--- src/rtl/hssl_reg_wr_sched_if.sv ---
// Command handshake from the packet receiver into the register write scheduler.
interface hssl_reg_wr_sched_if;
  logic [7:0]  prx_addr_in;
  logic [31:0] prx_wdata_in;
  logic        prx_vld_in;
  logic        prx_rdy_out;

  modport master (
    output prx_addr_in,
    output prx_wdata_in,
    output prx_vld_in,
    input  prx_rdy_out
  );

  modport slave (
    input  prx_addr_in,
    input  prx_wdata_in,
    input  prx_vld_in,
    output prx_rdy_out
  );
endinterface

--- src/rtl/hssl_reg_wr_sched.sv ---
// Buffers packet register writes and slips them into APB-idle cycles, with a
// bounded-wait guard that forces a write through on a full FIFO or stale head.
module hssl_reg_wr_sched #(
  parameter int unsigned FIFO_DEPTH = 4,
  parameter int unsigned MAX_WAIT   = 16
) (
  input  logic                          clk,
  input  logic                          resetn,
  hssl_reg_wr_sched_if.slave            prx,
  input  logic                          apb_psel_in,
  output logic [7:0]                    reg_addr_out,
  output logic [31:0]                   reg_wdata_out,
  output logic                          reg_en_out,
  output logic [$clog2(FIFO_DEPTH):0]   fifo_level_out,
  output logic [15:0]                   force_cnt_out
);

  localparam int unsigned PtrW = $clog2(FIFO_DEPTH);
  localparam int unsigned LvlW = PtrW + 1;
  localparam logic [LvlW-1:0] Full     = LvlW'(FIFO_DEPTH);
  localparam logic [15:0]     WaitLast = 16'(MAX_WAIT - 1);

  typedef enum logic [1:0] {StIdle, StReady, StDefer} state_e;

  state_e            state_q, state_d;
  logic [7:0]        addr_mem [FIFO_DEPTH];
  logic [31:0]       data_mem [FIFO_DEPTH];
  logic [PtrW-1:0]   wr_ptr_q, rd_ptr_q;
  logic [LvlW-1:0]   count_q, count_d;
  logic [15:0]       wait_q, wait_d;
  logic [15:0]       force_q, force_d;
  logic              rdy_q;
  logic              en_q;
  logic [7:0]        addr_q;
  logic [31:0]       wdata_q;
  logic              push, issue, guard;

  assign push  = prx.prx_vld_in & rdy_q;
  assign guard = (wait_q == WaitLast) | (count_q == Full);
  // Only registered occupancy is visible here, so a fresh push never issues in its own cycle.
  assign issue = (state_q != StIdle) & (~apb_psel_in | guard);

  always_comb begin
    count_d = count_q;
    if (push && !issue) begin
      count_d = count_q + LvlW'(1);
    end else if (!push && issue) begin
      count_d = count_q - LvlW'(1);
    end
  end

  always_comb begin
    state_d = state_q;
    unique case (state_q)
      StIdle: begin
        if (push) state_d = StReady;
      end
      StReady, StDefer: begin
        if (count_d == '0) begin
          state_d = StIdle;
        end else if (issue) begin
          state_d = StReady;
        end else begin
          state_d = StDefer;
        end
      end
      default: state_d = StIdle;
    endcase
  end

  always_comb begin
    wait_d = wait_q;
    if (issue || (count_q == '0)) begin
      wait_d = '0;
    end else if (wait_q != WaitLast) begin
      wait_d = wait_q + 16'd1;
    end
  end

  always_comb begin
    force_d = force_q;
    if (issue && apb_psel_in && (force_q != 16'hffff)) begin
      force_d = force_q + 16'd1;
    end
  end

  always_ff @(posedge clk or negedge resetn) begin
    if (!resetn) begin
      state_q  <= StIdle;
      wr_ptr_q <= '0;
      rd_ptr_q <= '0;
      count_q  <= '0;
      wait_q   <= '0;
      force_q  <= '0;
      rdy_q    <= 1'b0;
      en_q     <= 1'b0;
      addr_q   <= '0;
      wdata_q  <= '0;
    end else begin
      state_q <= state_d;
      count_q <= count_d;
      wait_q  <= wait_d;
      force_q <= force_d;
      rdy_q   <= (count_d < Full);
      en_q    <= issue;
      if (push) wr_ptr_q <= wr_ptr_q + PtrW'(1);
      if (issue) begin
        rd_ptr_q <= rd_ptr_q + PtrW'(1);
        addr_q   <= addr_mem[rd_ptr_q];
        wdata_q  <= data_mem[rd_ptr_q];
      end
    end
  end

  always_ff @(posedge clk) begin
    if (push) begin
      addr_mem[wr_ptr_q] <= prx.prx_addr_in;
      data_mem[wr_ptr_q] <= prx.prx_wdata_in;
    end
  end

  assign prx.prx_rdy_out = rdy_q;
  assign reg_en_out      = en_q;
  assign reg_addr_out    = addr_q;
  assign reg_wdata_out   = wdata_q;
  assign fifo_level_out  = count_q;
  assign force_cnt_out   = force_q;

endmodule

--- src/flat_wrapper.sv ---
// flat-port wrapper written by rule: the top's interface ports become plain ports
module hssl_reg_wr_sched_flat 
#(
  parameter int unsigned FIFO_DEPTH = 4,
  parameter int unsigned MAX_WAIT   = 16
)
  (clk, resetn, apb_psel_in, reg_addr_out, reg_wdata_out, reg_en_out, fifo_level_out, force_cnt_out, prx_prx_addr_in, prx_prx_wdata_in, prx_prx_vld_in, prx_prx_rdy_out);
  hssl_reg_wr_sched_if prx_i ();
  input  logic clk;
  input  logic resetn;
  input  logic apb_psel_in;
  output logic [7:0] reg_addr_out;
  output logic [31:0] reg_wdata_out;
  output logic reg_en_out;
  output logic [$clog2(FIFO_DEPTH):0] fifo_level_out;
  output logic [15:0] force_cnt_out;
  input wire logic [$bits(prx_i.prx_addr_in)-1:0] prx_prx_addr_in;
  input wire logic [$bits(prx_i.prx_wdata_in)-1:0] prx_prx_wdata_in;
  input wire logic [$bits(prx_i.prx_vld_in)-1:0] prx_prx_vld_in;
  output wire logic [$bits(prx_i.prx_rdy_out)-1:0] prx_prx_rdy_out;
  assign prx_i.prx_addr_in = prx_prx_addr_in;
  assign prx_i.prx_wdata_in = prx_prx_wdata_in;
  assign prx_i.prx_vld_in = prx_prx_vld_in;
  assign prx_prx_rdy_out = prx_i.prx_rdy_out;
  hssl_reg_wr_sched #(.FIFO_DEPTH(FIFO_DEPTH), .MAX_WAIT(MAX_WAIT)) u_core (.clk(clk), .resetn(resetn), .prx(prx_i), .apb_psel_in(apb_psel_in), .reg_addr_out(reg_addr_out), .reg_wdata_out(reg_wdata_out), .reg_en_out(reg_en_out), .fifo_level_out(fifo_level_out), .force_cnt_out(force_cnt_out));
endmodule
--- config.mk ---
export PLATFORM = sky130hd
export DESIGN_NAME = hssl_reg_wr_sched_flat
export DESIGN_NICKNAME = d
export VERILOG_FILES = /design/src/rtl/hssl_reg_wr_sched_if.sv /design/src/rtl/hssl_reg_wr_sched.sv /design/src/flat_wrapper.sv
export SDC_FILE = /design/constraint.sdc
export NUM_CORES = 1
export LEC_CHECK = 0
export CAP_MARGIN = 25
export CORE_ASPECT_RATIO = 0.7
export CORE_UTILIZATION = 45
export CTS_CLUSTER_SIZE = 20
export DETAILED_ROUTE_END_ITERATION = 12
export PLACE_DENSITY_LB_ADDON = 0.3
export SLEW_MARGIN = 20
export SYNTH_ARGS = -nofsm -noshare
export SYNTH_HDL_FRONTEND = slang
export SYNTH_SLANG_ARGS = --single-unit
export TNS_END_PERCENT = 30
--- constraint.sdc ---
create_clock -name clk -period 2.2 [get_ports clk]
set_clock_uncertainty 0.15 [all_clocks]
set_input_delay 0.33 -clock clk [delete_from_list [all_inputs] [get_ports clk]]
set_output_delay 0.33 -clock clk [all_outputs]
set_load 0.02 [all_outputs]
# After elaboration in Yosys (flattened, before gate mapping)
# Memories as Yosys holds them, arrays and structs flattened. A register that Yosys moved wholly into a read port is not among the register bits.
# Cells that the tools add are included.
totals:
  ff_bits: 43
  mem_bits_rw: 160
  out_inout_bits: 61
  input_bits: 44
  mem_count: 2
  wordCells: 54
op_classes:
  muxes: 10
  order_cmp: 1
  bitwise: 5
  n_eq_ne: 7
  add_sub_neg: 6
  n_reduce_logical: 15
mem_list:
  columns: ["name", "words", "word_bits", "read_ports", "rd_ports_with_merged_regs", "write_ports", "line_no", "rtl"]
  rows:
  - ["u_core.data_mem", 4, 32, 1, 1, 1, "hssl_reg_wr_sched.sv:27", "logic [31:0] data_mem [FIFO_DEPTH];"]
  - ["u_core.addr_mem", 4, 8, 1, 1, 1, "hssl_reg_wr_sched.sv:26", "logic [7:0] addr_mem [FIFO_DEPTH];"]
ops:
  columns: ["cell", "count"]
  rows:
  - ["$add 16x1->16 const B", 2]
  - ["$mux 16", 2]
  - ["$eq 16x4->1 const B", 1]
  - ["$ne 16x16->1 const B", 1]
  - ["$ne 16x4->1 const B", 1]
  - ["$logic_not 3->1", 2]
  - ["$mux 2", 3]
  - ["$mux 3", 2]
  - ["$add 2x1->2 const B", 2]
  - ["$logic_and 1x1->1", 4]
  - ["$logic_not 1->1", 4]
  - ["$pmux 2 s2", 1]
  - ["$reduce_bool 2->1", 2]
  - ["$add 3x1->3 const B", 1]
  - ["$eq 3x3->1 const B", 1]
  - ["$lt 3x3->1 const B", 1]
  - ["$sub 3x1->3 const B", 1]
  - ["$and 1x1->1", 2]
  - ["$eq 2x1->1 const B", 1]
  - ["$eq 2x2->1 const B", 1]
  - ["$logic_not 2->1", 1]
  - ["$mux 1", 2]
  - ["$ne 2x1->1 const B", 1]
  - ["$or 1x1->1", 2]
  - ["3 further kinds", 3]

# Longest topological paths before layout
logic_depth:
  ltp_word: 10
  mapped_depth: 11
  ltp_nobuf: 8

# Worst setup path after synthesis
# No wires, ideal clock.
synth_timing:
  kind: "register to register"
  start: "reg u_core.count_q[0], in the netlist u_core.fifo_level_out[0]"
  end: "reg u_core.force_q[4], in the netlist u_core.force_cnt_out[4]"
  synth_period_minus_slack_ns: 2.351
  t_arrival_ns: 2.069
  setup_ns: 0.132
  setup_slack_ns: -0.151
  path_buffers: 1
  required_ns: 1.918
  path_stages_with_launch: 10
  cell_sequence: "dfrtp_1 -> inv_1 -> ha_1 -> a21boi_1 -> a21o_4 -> clkinv_2 -> and3_1 -> buf_4 -> and4_4 -> xor2_2"
synth_via:
  elab_chain_len: 6
synth_rtl:
  columns: ["item", "line_no", "rtl"]
  rows:
  - ["start, declared", "hssl_reg_wr_sched.sv:29", "logic [LvlW-1:0] count_q, count_d;"]
  - ["start signal, assigned", "hssl_reg_wr_sched.sv:101", "count_q <= count_d;"]
  - ["$eq 3x3->1", "hssl_reg_wr_sched.sv:39", "assign guard = (wait_q == WaitLast) | (count_q == Full);"]
  - ["$or 1x1->1", "hssl_reg_wr_sched.sv:39", null]
  - ["$or 1x1->1", "hssl_reg_wr_sched.sv:41", "assign issue = (state_q != StIdle) & (~apb_psel_in | guard);"]
  - ["$and 1x1->1", "hssl_reg_wr_sched.sv:41", null]
  - ["$logic_and 1x1->1 (2 in a row)", "hssl_reg_wr_sched.sv:82", "if (issue && apb_psel_in && (force_q != 16'hffff)) begin"]
  - ["end signal, assigned", "hssl_reg_wr_sched.sv:103", "force_q <= force_d;"]
  - ["end, declared", "hssl_reg_wr_sched.sv:31", "logic [15:0] force_q, force_d;"]
# No other way between the ends.
# A chain may end at the register's enable or synchronous reset.

# Worst setup path in the final report
layout_timing:
  start: "reg u_core.wait_q[5]"
  end: "reg u_core.force_q[4], in the netlist u_core.force_cnt_out[4]"
layout_via:
  elab_chain_len: 6
layout_rtl:
  columns: ["item", "line_no", "rtl"]
  rows:
  - ["start, declared", "hssl_reg_wr_sched.sv:30", "logic [15:0] wait_q, wait_d;"]
  - ["start signal, assigned", "hssl_reg_wr_sched.sv:102", "wait_q <= wait_d;"]
  - ["$eq 16x4->1", "hssl_reg_wr_sched.sv:39", null]
  - ["$or 1x1->1", "hssl_reg_wr_sched.sv:39", null]
  - ["$or 1x1->1", "hssl_reg_wr_sched.sv:41", null]
  - ["$and 1x1->1", "hssl_reg_wr_sched.sv:41", null]
  - ["$logic_and 1x1->1 (2 in a row)", "hssl_reg_wr_sched.sv:82", null]
# No other way between the ends.

==> flow_metrics.py <==
metrics = {
    "yosys": {
        "synthXorXnorAreaFrac_pct": 3.18,
        "synthAdderAreaFrac_pct": 1.43,
        "async_flop_share_pct": 34.2,
        "synth_warnings": 0,
        "syn_area_um2": 9600,
        "synth_top_family_by_area": "multiplexers",
        "yosys.area_share.simple_pct": 5.98,
        "muxShareOfSynthArea_pct": 14.2,
        "synth_nets": 585,
        "avgSynthCellArea_um2": 18.1,
        "synth-seq-cells": 243,
        "yosysSeqAreaShare_pct": 71.7,
        "synth_cell_type_count": 48,
        "synth_cells": 530,
        "synthFlopType": "edfxtp_1",
        "synth_compound_area_share_pct": 1.94,
        "synth_edf_count": 160,
    },
    "die": {
        "placementRows": 44,
        "die_w_um": 177,
        "ios": 105,
        "dieArea_um2": 21900,
        "initial_core_util_pct": 46.1,
        "core_um2": 20800,
        "die_h_um": 124,
    },
    "placed_design": {
        "io_buffers": 104,
        "hpwlAfterDp_um": 11600,
        "pre_cts_slack_ns": -0.162,
        "dpl_cell_area_um2": 11400,
        "place_congestion": 0.866,
    },
    "pwr": {
        "ir_drop_mv": 0.868,
        "p_leak_nw": 4.55,
        "powerDensity_nw_per_um2": 1290,
    },
    "hold_path": {
        "hold_path_class": "input pin to async pin",
    },
    "timing": {
        "setup_viol": 0,
        "rsz0062_at_grt": "true",
        "worst_slew_pin_slew_ns": 0.664,
        "maxSlewHeadroom_pct": 55.7,
        "finalHoldViolCount": 0,
        "fin_crit_sh_pct": 99.3,
        "slew_viol_final": 0,
        "min_period_ns": 2.19,
        "layout_setup_ws_ns": 0.0146,
        "fmax_mhz": 458,
    },
    "detailed_routing": {
        "drc_errors": 0,
        "dr.pass1.iters": 4,
        "postRouteAntennaNets": 0,
        "routed_wirelength_um": 19200,
        "wire_per_inst_um": 19.5,
        "drt_iter0_markers": 353,
        "viasPerCell": 5.30,
        "via_count": 5227,
    },
    "worst_setup_path": {
        "worst-path-buf-inv": 1,
        "crit_type": "flop to flop",
        "cp.required_ns": 2.48,
        "cp_top_family": "simple AND/OR/NAND/NOR gates",
        "crit_start": "u_core.wait_q[5]",
        "path_depth": 7,
        "crit_fanout": 7,
        "path_cells": "nor4_4, nand4_4, a21o_4, clkinv_8, and3_4, and4_4, xor2_2",
        "worst_setup_path_end_kind": "flop",
        "cp-endpoint": "u_core.force_cnt_out[4]",
        "rrSetupSlack_ns": 0.01,
        "critPathLaunchType": "flop",
        "crit_slowest_cell": "dfrtp_1",
        "cp_data_arrival_time_ns": 2.47,
        "max_stage_delay_ns": 0.41,
        "r2r_start": "u_core.wait_q[5]",
        "r2r_cells": 7,
        "r2r_end": "u_core.force_cnt_out[4]",
    },
    "finish": {
        "syn_to_final_growth_pct": 29.0,
        "nFillCells": 1542,
        "fin_nets": 747,
        "fin_area_um2": 12400,
        "drive_above_1_share_pct": 27.8,
    },
    "global_route": {
        "grt_pass1_wl_um": 30300,
        "busiest_layer": "met2",
        "use_met3_pct": 3.75,
        "antenna_found_initial": 0,
        "grt_max_degree": 41,
        "grt_overflow_total": 0,
        "use_met2_pct": 29.4,
        "grt_pass1_vias": 5413,
        "grt_util_met1_pct": 26.1,
        "grt_util_all_layers_pct": 18.4,
    },
    "clock_network": {
        "root_buffer": "clkbuf_16",
        "clk_pin_slew_ns": 0.06,
        "cts_buffers": 23,
        "clock_sinks": 243,
        "clk_path_buf_depth": 3,
        "clock_latency_ns": 0.51,
        "htreeDepth": 1,
        "cts_tree": "built",
    },
    "flow_run": {
        "maxCapViolations": 0,
    },
    "run_status": {
        "status": "finished clean",
    },
}
-- metrics by stage --
stage / utilization (%) / hold WS (ns) / power, mW / TNS (ns) / instances
2_1_floorplan: - / -0.116 / 9.70 / 0 / 530
3_3_place_gp: 54.6 / 0.252 / 11.8 / -0.0871 / 933
3_5_place_dp: 54.6 / 0.259 / 12.0 / -1.89 / 933
4_1_cts: 58.8 / 0.258 / 16.1 / -0.00972 / 980
5_1_grt: 59.5 / 0.286 / 16.9 / -0.606 / 985
6_report: 59.5 / 0.245 / 16.0 / 0 / 986
-- per-layer routing --
metal	up-vias	wire, µm	share of wire (%)
li1	2365	-	-
met1	2682	8600	45
met2	156	8940	47
met3	24	1350	7.0
met4	0	338	1.8
met5	-	0	0
-- layout make-up --
type / count / area (µm²) / share of cell area (%)
Clock buffer: 36 / 674 / 5.45
Antenna cell: 1 / 2.50 / 0.0202
Clock inverter: 6 / 56.3 / 0.455
Tap cell: 276 / 345 / 2.79
Timing Repair Buffer: 158 / 1660 / 13.4
Multi-Input combinational cell: 255 / 2690 / 21.8
Inverter: 11 / 53.8 / 0.435
Sequential cell: 243 / 6890 / 55.7
-- how the worst min path moves through the flow --
| stage | slack, ns | end |
|---|---|---|
| finish | 0.24 | u_core.reg_wdata_out[11] |
| global route | 0.29 | u_core.data_mem[2][26] |
| CTS | 0.26 | u_core.reg_wdata_out[11] |
| detailed placement | 0.26 | u_core.reg_wdata_out[11] |
| global placement | 0.25 | u_core.reg_wdata_out[11] |
| floorplan | -0.12 | u_core.fifo_level_out[0] |
-- cell families (layout without fill, tap and decap cells) --
group	after synthesis	in the layout
flops	243	243
buf+inv	32	211
mux	81	81
simple gates	103	103
compound gates	26	26
other cells	0	1
fa+ha+maj	11	11
xor+xnor	34	34
-- report_power, final --
| part | switching, mW | total [mW] | leakage, nW | internal, mW |
|---|---|---|---|---|
| clock | 1.61 | 3.83 | 0.358 | 2.22 |
| combinational | 2.71 | 5.74 | 1.70 | 3.03 |
| sequential | 0.510 | 6.44 | 2.48 | 5.93 |
-- cells in the final DEF (no fill, tap or decap), types with 8 or more instances in the layout --
cell	instances
edfxtp_1	160
buf_12	9
nand3_1	15
clkbuf_16	25
mux4_2	40
inv_1	10
xnor2_1	16
clkbuf_1	8
buf_4	38
ha_1	11
dfrtp_1	80
clkdlybuf4s50_1	102
xor2_1	17
mux2_2	37
nor2_1	23
nand2_1	19
-- what timing repair did --
action | in CTS | in global routing
hold buffers | 1 | 0
buffers inserted | 3 | 3
gates resized for setup | 13 | 18
endpoints found under the hold margin | 36 | 0
endpoints found under the setup margin | 45 | 72
pin swaps | 9 | 6
gates cloned | 2 | 2
-- synthesized netlist by cell type (5+ instances only) --
| cell type | number | share of area (%) |
|---|---|---|
| a21oi_1 | 5 | 0.26 |
| and3_1 | 12 | 0.78 |
| clkbuf_1 | 12 | 0.47 |
| dfrtp_1 | 83 | 22 |
| edfxtp_1 | 160 | 50 |
| ha_1 | 11 | 1.4 |
| inv_1 | 10 | 0.39 |
| mux2_2 | 40 | 4.7 |
| mux4_2 | 40 | 9.4 |
| nand2_1 | 20 | 0.78 |
| nand3_1 | 15 | 0.78 |
| nand4_1 | 6 | 0.39 |
| nor2_1 | 28 | 1.1 |
| o21ai_0 | 6 | 0.31 |
| xnor2_1 | 16 | 1.5 |
| xor2_1 | 17 | 1.6 |
-- sequential cells by signal, indices dropped and copies added, names as in the netlist --
signal,count
u_core.addr_mem,32
u_core.wr_ptr_q,2
u_core.wait_q,16
u_core.fifo_level_out,3
u_core.reg_addr_out,8
u_core.data_mem,128
u_core.reg_wdata_out,32
u_core.reg_en_out,1
u_core.state_q,2
u_core.prx.prx_rdy_out,1
u_core.rd_ptr_q,2
u_core.force_cnt_out,16
Power figures use the tool's default switching activity.
==> variant 1, RTL diff (same flow settings) <==
Encoding of `state_e`: now one-hot (3 bits for 3 states).
--- a/src/rtl/hssl_reg_wr_sched.sv
+++ b/src/rtl/hssl_reg_wr_sched.sv
@@ -22,3 +22,3 @@
 
-  typedef enum logic [1:0] {StIdle, StReady, StDefer} state_e;
+  typedef enum logic [2:0] {StIdle = 3'b001, StReady = 3'b010, StDefer = 3'b100} state_e;
 
Check against the original RTL: no difference found for any inputs over 4 cycles, from zero or initial values and one cycle with resetn low; so few cycles prove little.
==> variant 1 against the unedited design <==
Count of clock-buffer cells in the layout shrank 1. Setup slack gained 0.020 ns. Critical path depth is the same. Final area shrank 0.11%. Total power is essentially flat. Sequential cell count grew 1. Area after synthesis grew 0.13%. Routed wire length grew 1.9%. Combinational power shrank 2%. Utilization shrank 0.066 points. Critical path type unchanged.
==> variant 1: results (changes against the unedited design) <==
result of the run: finished clean
fraction of area in multi-input gates: 0.215 (-0.00209)
post-DR vias/cell: 5.18 (-2.3%)
Synth Area in Compound Gates: 0.0129 (-0.00654)
GRT Total Usage: 0.179 (-0.00537)
postcts setup bufs: 0 (-3)
met2 wire length: 8960 um (+0.26%)
Vias: 5,466 (+4.6%)
syn nets: 656 (+12%)
Nets: 814 (+9.0%)
met3 wire len: 1440 um (+7.1%)
top cells by area in the synthesized netlist: edfxtp_1 (50%), dfrtp_1 (22%), mux4_2 (9.4%)
hpwl dp: 11,600 um (+0.63%)
Mapped Cells: 603 (+14%)
slowest stage delay, CP: 0.37 ns (-0.04 ns)
mux cell area share after synthesis: 0.0949 (-0.0471)
ClkCell Share: 0.0646 (+0.00553)
Top Metal Used: met5
post-synthesis sequential area ratio: 0.719 (+0.00180)
seq_cells: 244 (+0.41%)
initial antenna violation count: 2 (+2)
Worst IR Drop VDD: 0.786 mV (-9.5%)
Post-Synth XOR/XNOR Area: 0.0310 (-0.000823)
post-CTS sizing: 8 (-5)
RD Place Congestion: 0.855 (-1.2%)
Data buffer area share: 0.128 (-0.00613)
share of post-route cells with drive strength above 1: 0.217 (-0.0609)
most frequent cells after synthesis: edfxtp_1 (160), nand2_1 (138), dfrtp_1 (83)
==> variant 1: changes by cell type after synthesis, moves of 3 or more <==
| cell | unedited run | this run |
|---|---|---|
| mux2_2 | 40 | 0 |
| buf_2 | 4 | 8 |
| nor3_2 | 0 | 3 |
| o21ai_0 | 6 | 2 |
| nand2_1 | 20 | 138 |
| nand3_1 | 15 | 12 |
| nor4_1 | 4 | 0 |
| and4_1 | 4 | 0 |
| nand4_1 | 6 | 0 |
| nor3_1 | 2 | 6 |
==> variant 1: metal layers <==
metal	vias to the layer above	global-route usage
li1	2507	-
met5	-	0
met2	165	0.267
met4	2	0.0492
met3	33	0.0382
met1	2759	0.265
==> variant 1: kinds of logic (layout without fill, tap and decap cells) <==
family                   count (synthesis)  after routing
adder cells (fa/ha/maj)                  9              9
XOR/XNOR                                34             34
AO/OA/AOI/OAI                           16             16
AND/OR/NAND/NOR                        224            224
flip-flops                             244            244
buffers and inverters                   35            211
multiplexers                            41             41
==> variant 2, RTL diff (config.mk and constraints unchanged) <==
Made on the original files. `FIFO_DEPTH` is set to 4 in 2 places; all go to 8.
--- a/src/rtl/hssl_reg_wr_sched.sv
+++ b/src/rtl/hssl_reg_wr_sched.sv
@@ -3,3 +3,3 @@
 module hssl_reg_wr_sched #(
-  parameter int unsigned FIFO_DEPTH = 4,
+  parameter int unsigned FIFO_DEPTH = 8,
   parameter int unsigned MAX_WAIT   = 16
--- a/src/flat_wrapper.sv
+++ b/src/flat_wrapper.sv
@@ -3,3 +3,3 @@
 #(
-  parameter int unsigned FIFO_DEPTH = 4,
+  parameter int unsigned FIFO_DEPTH = 8,
   parameter int unsigned MAX_WAIT   = 16
Interface: changed (resized fifo_level_out); port bits go from 105 to 106. The function was not compared with the original's and may differ.
==> variant 2 against the unedited design <==
The flow now finishes with violations (negative setup slack). Final area up 58%. Global-route usage decreased by 0.30 points. Sequential cell count rose by 163. Setup slack lost 0.17 ns. First-iteration DRC count rose by 70%. Routed wire length increased by 60%. Total power is 53% higher. Area after synthesis up 64%. Highest routed layer unchanged.
==> variant 2: results (changes against the unedited design) <==
Post-Synth XOR/XNOR Area: 0.0200 (-0.0118)
M1 GR Usage: 0.268 (+0.00756)
CTS H-Tree Depth: 2 (+1)
Worst Setup Slack, final: -0.159 ns (-0.174 ns)
Crit. Startpoint: u_core.wait_q[0]$_DFFE_PN0P_
top cells by area in the synthesized netlist: edfxtp_1 (61%), dfrtp_1 (14%), mux4_2 (11%)
worst r2r path cells: 10 (+3)
Synth Area in Adders: 0.00708 (-0.00726)
share of post-route cells with drive strength above 1: 0.255 (-0.0233)
capture point of the worst reg-to-reg path: u_core.state_q[1]$_DFFE_PN0P_
max reg flops: 256 (+100%)
failing checks: negative setup slack
first-pass GRT wire length: 48,100 um (+59%)
Lkg Pwr: 6.89 nW (+52%)
first-pass iteration count of the detailed router: 5 (+1)
Synth cell types: 49 (+2.1%)
IO Port Bufs: 105 (+0.96%)
mux cell area share after synthesis: 0.141 (-0.00126)
pin count of the biggest net entering global routing: 56 (+37%)
met2 wire length: 14,100 um (+57%)
Post-synth EDFFs: 320 (+100%)
Worst IR Drop VDD: 0.787 mV (-9.3%)
final setup violation count: 16 (+16)
result of the run: finished with violations
Clock Latency Late Sink: 0.54 ns (+0.03 ns)
-- variant 2: timing repair --
item                                    CTS  global route
resized for setup                        16             7
gates cloned                              0             0
endpoints found under the setup margin   37            36
pin swaps                                19             7
buffers inserted                          5             1
endpoints found under the hold margin    84             0
hold buffers                              1             0
-- variant 2: report_power, final --
part / switching, mW / total, mW / internal [mW]
clock: 2.72 / 6.27 / 3.56
combinational: 3.95 / 7.90 / 3.95
sequential: 0.642 / 10.3 / 9.62
total: 7.31 / 24.4 / 17.1
-- variant 2: cell type report --
class                      instances  area (um^2)  area share
clock buffer                      55         1090      0.0556
clock inverter                    13         96.3     0.00494
inverter                           9         41.3     0.00212
multi-input combinational        370         3920       0.201
sequential                       406        11800       0.603
tap                              464          581      0.0297
timing repair buffer             196         2020       0.104
-- variant 2: stage by stage --
stage               TNS [ns]  setup slack (ns)
global route           -3.86            -0.239
global placement      -29.03            -0.237
finish                -0.846            -0.159
floorplan             -37.91            -0.390
CTS                    -1.31            -0.130
detailed placement    -31.83            -0.308
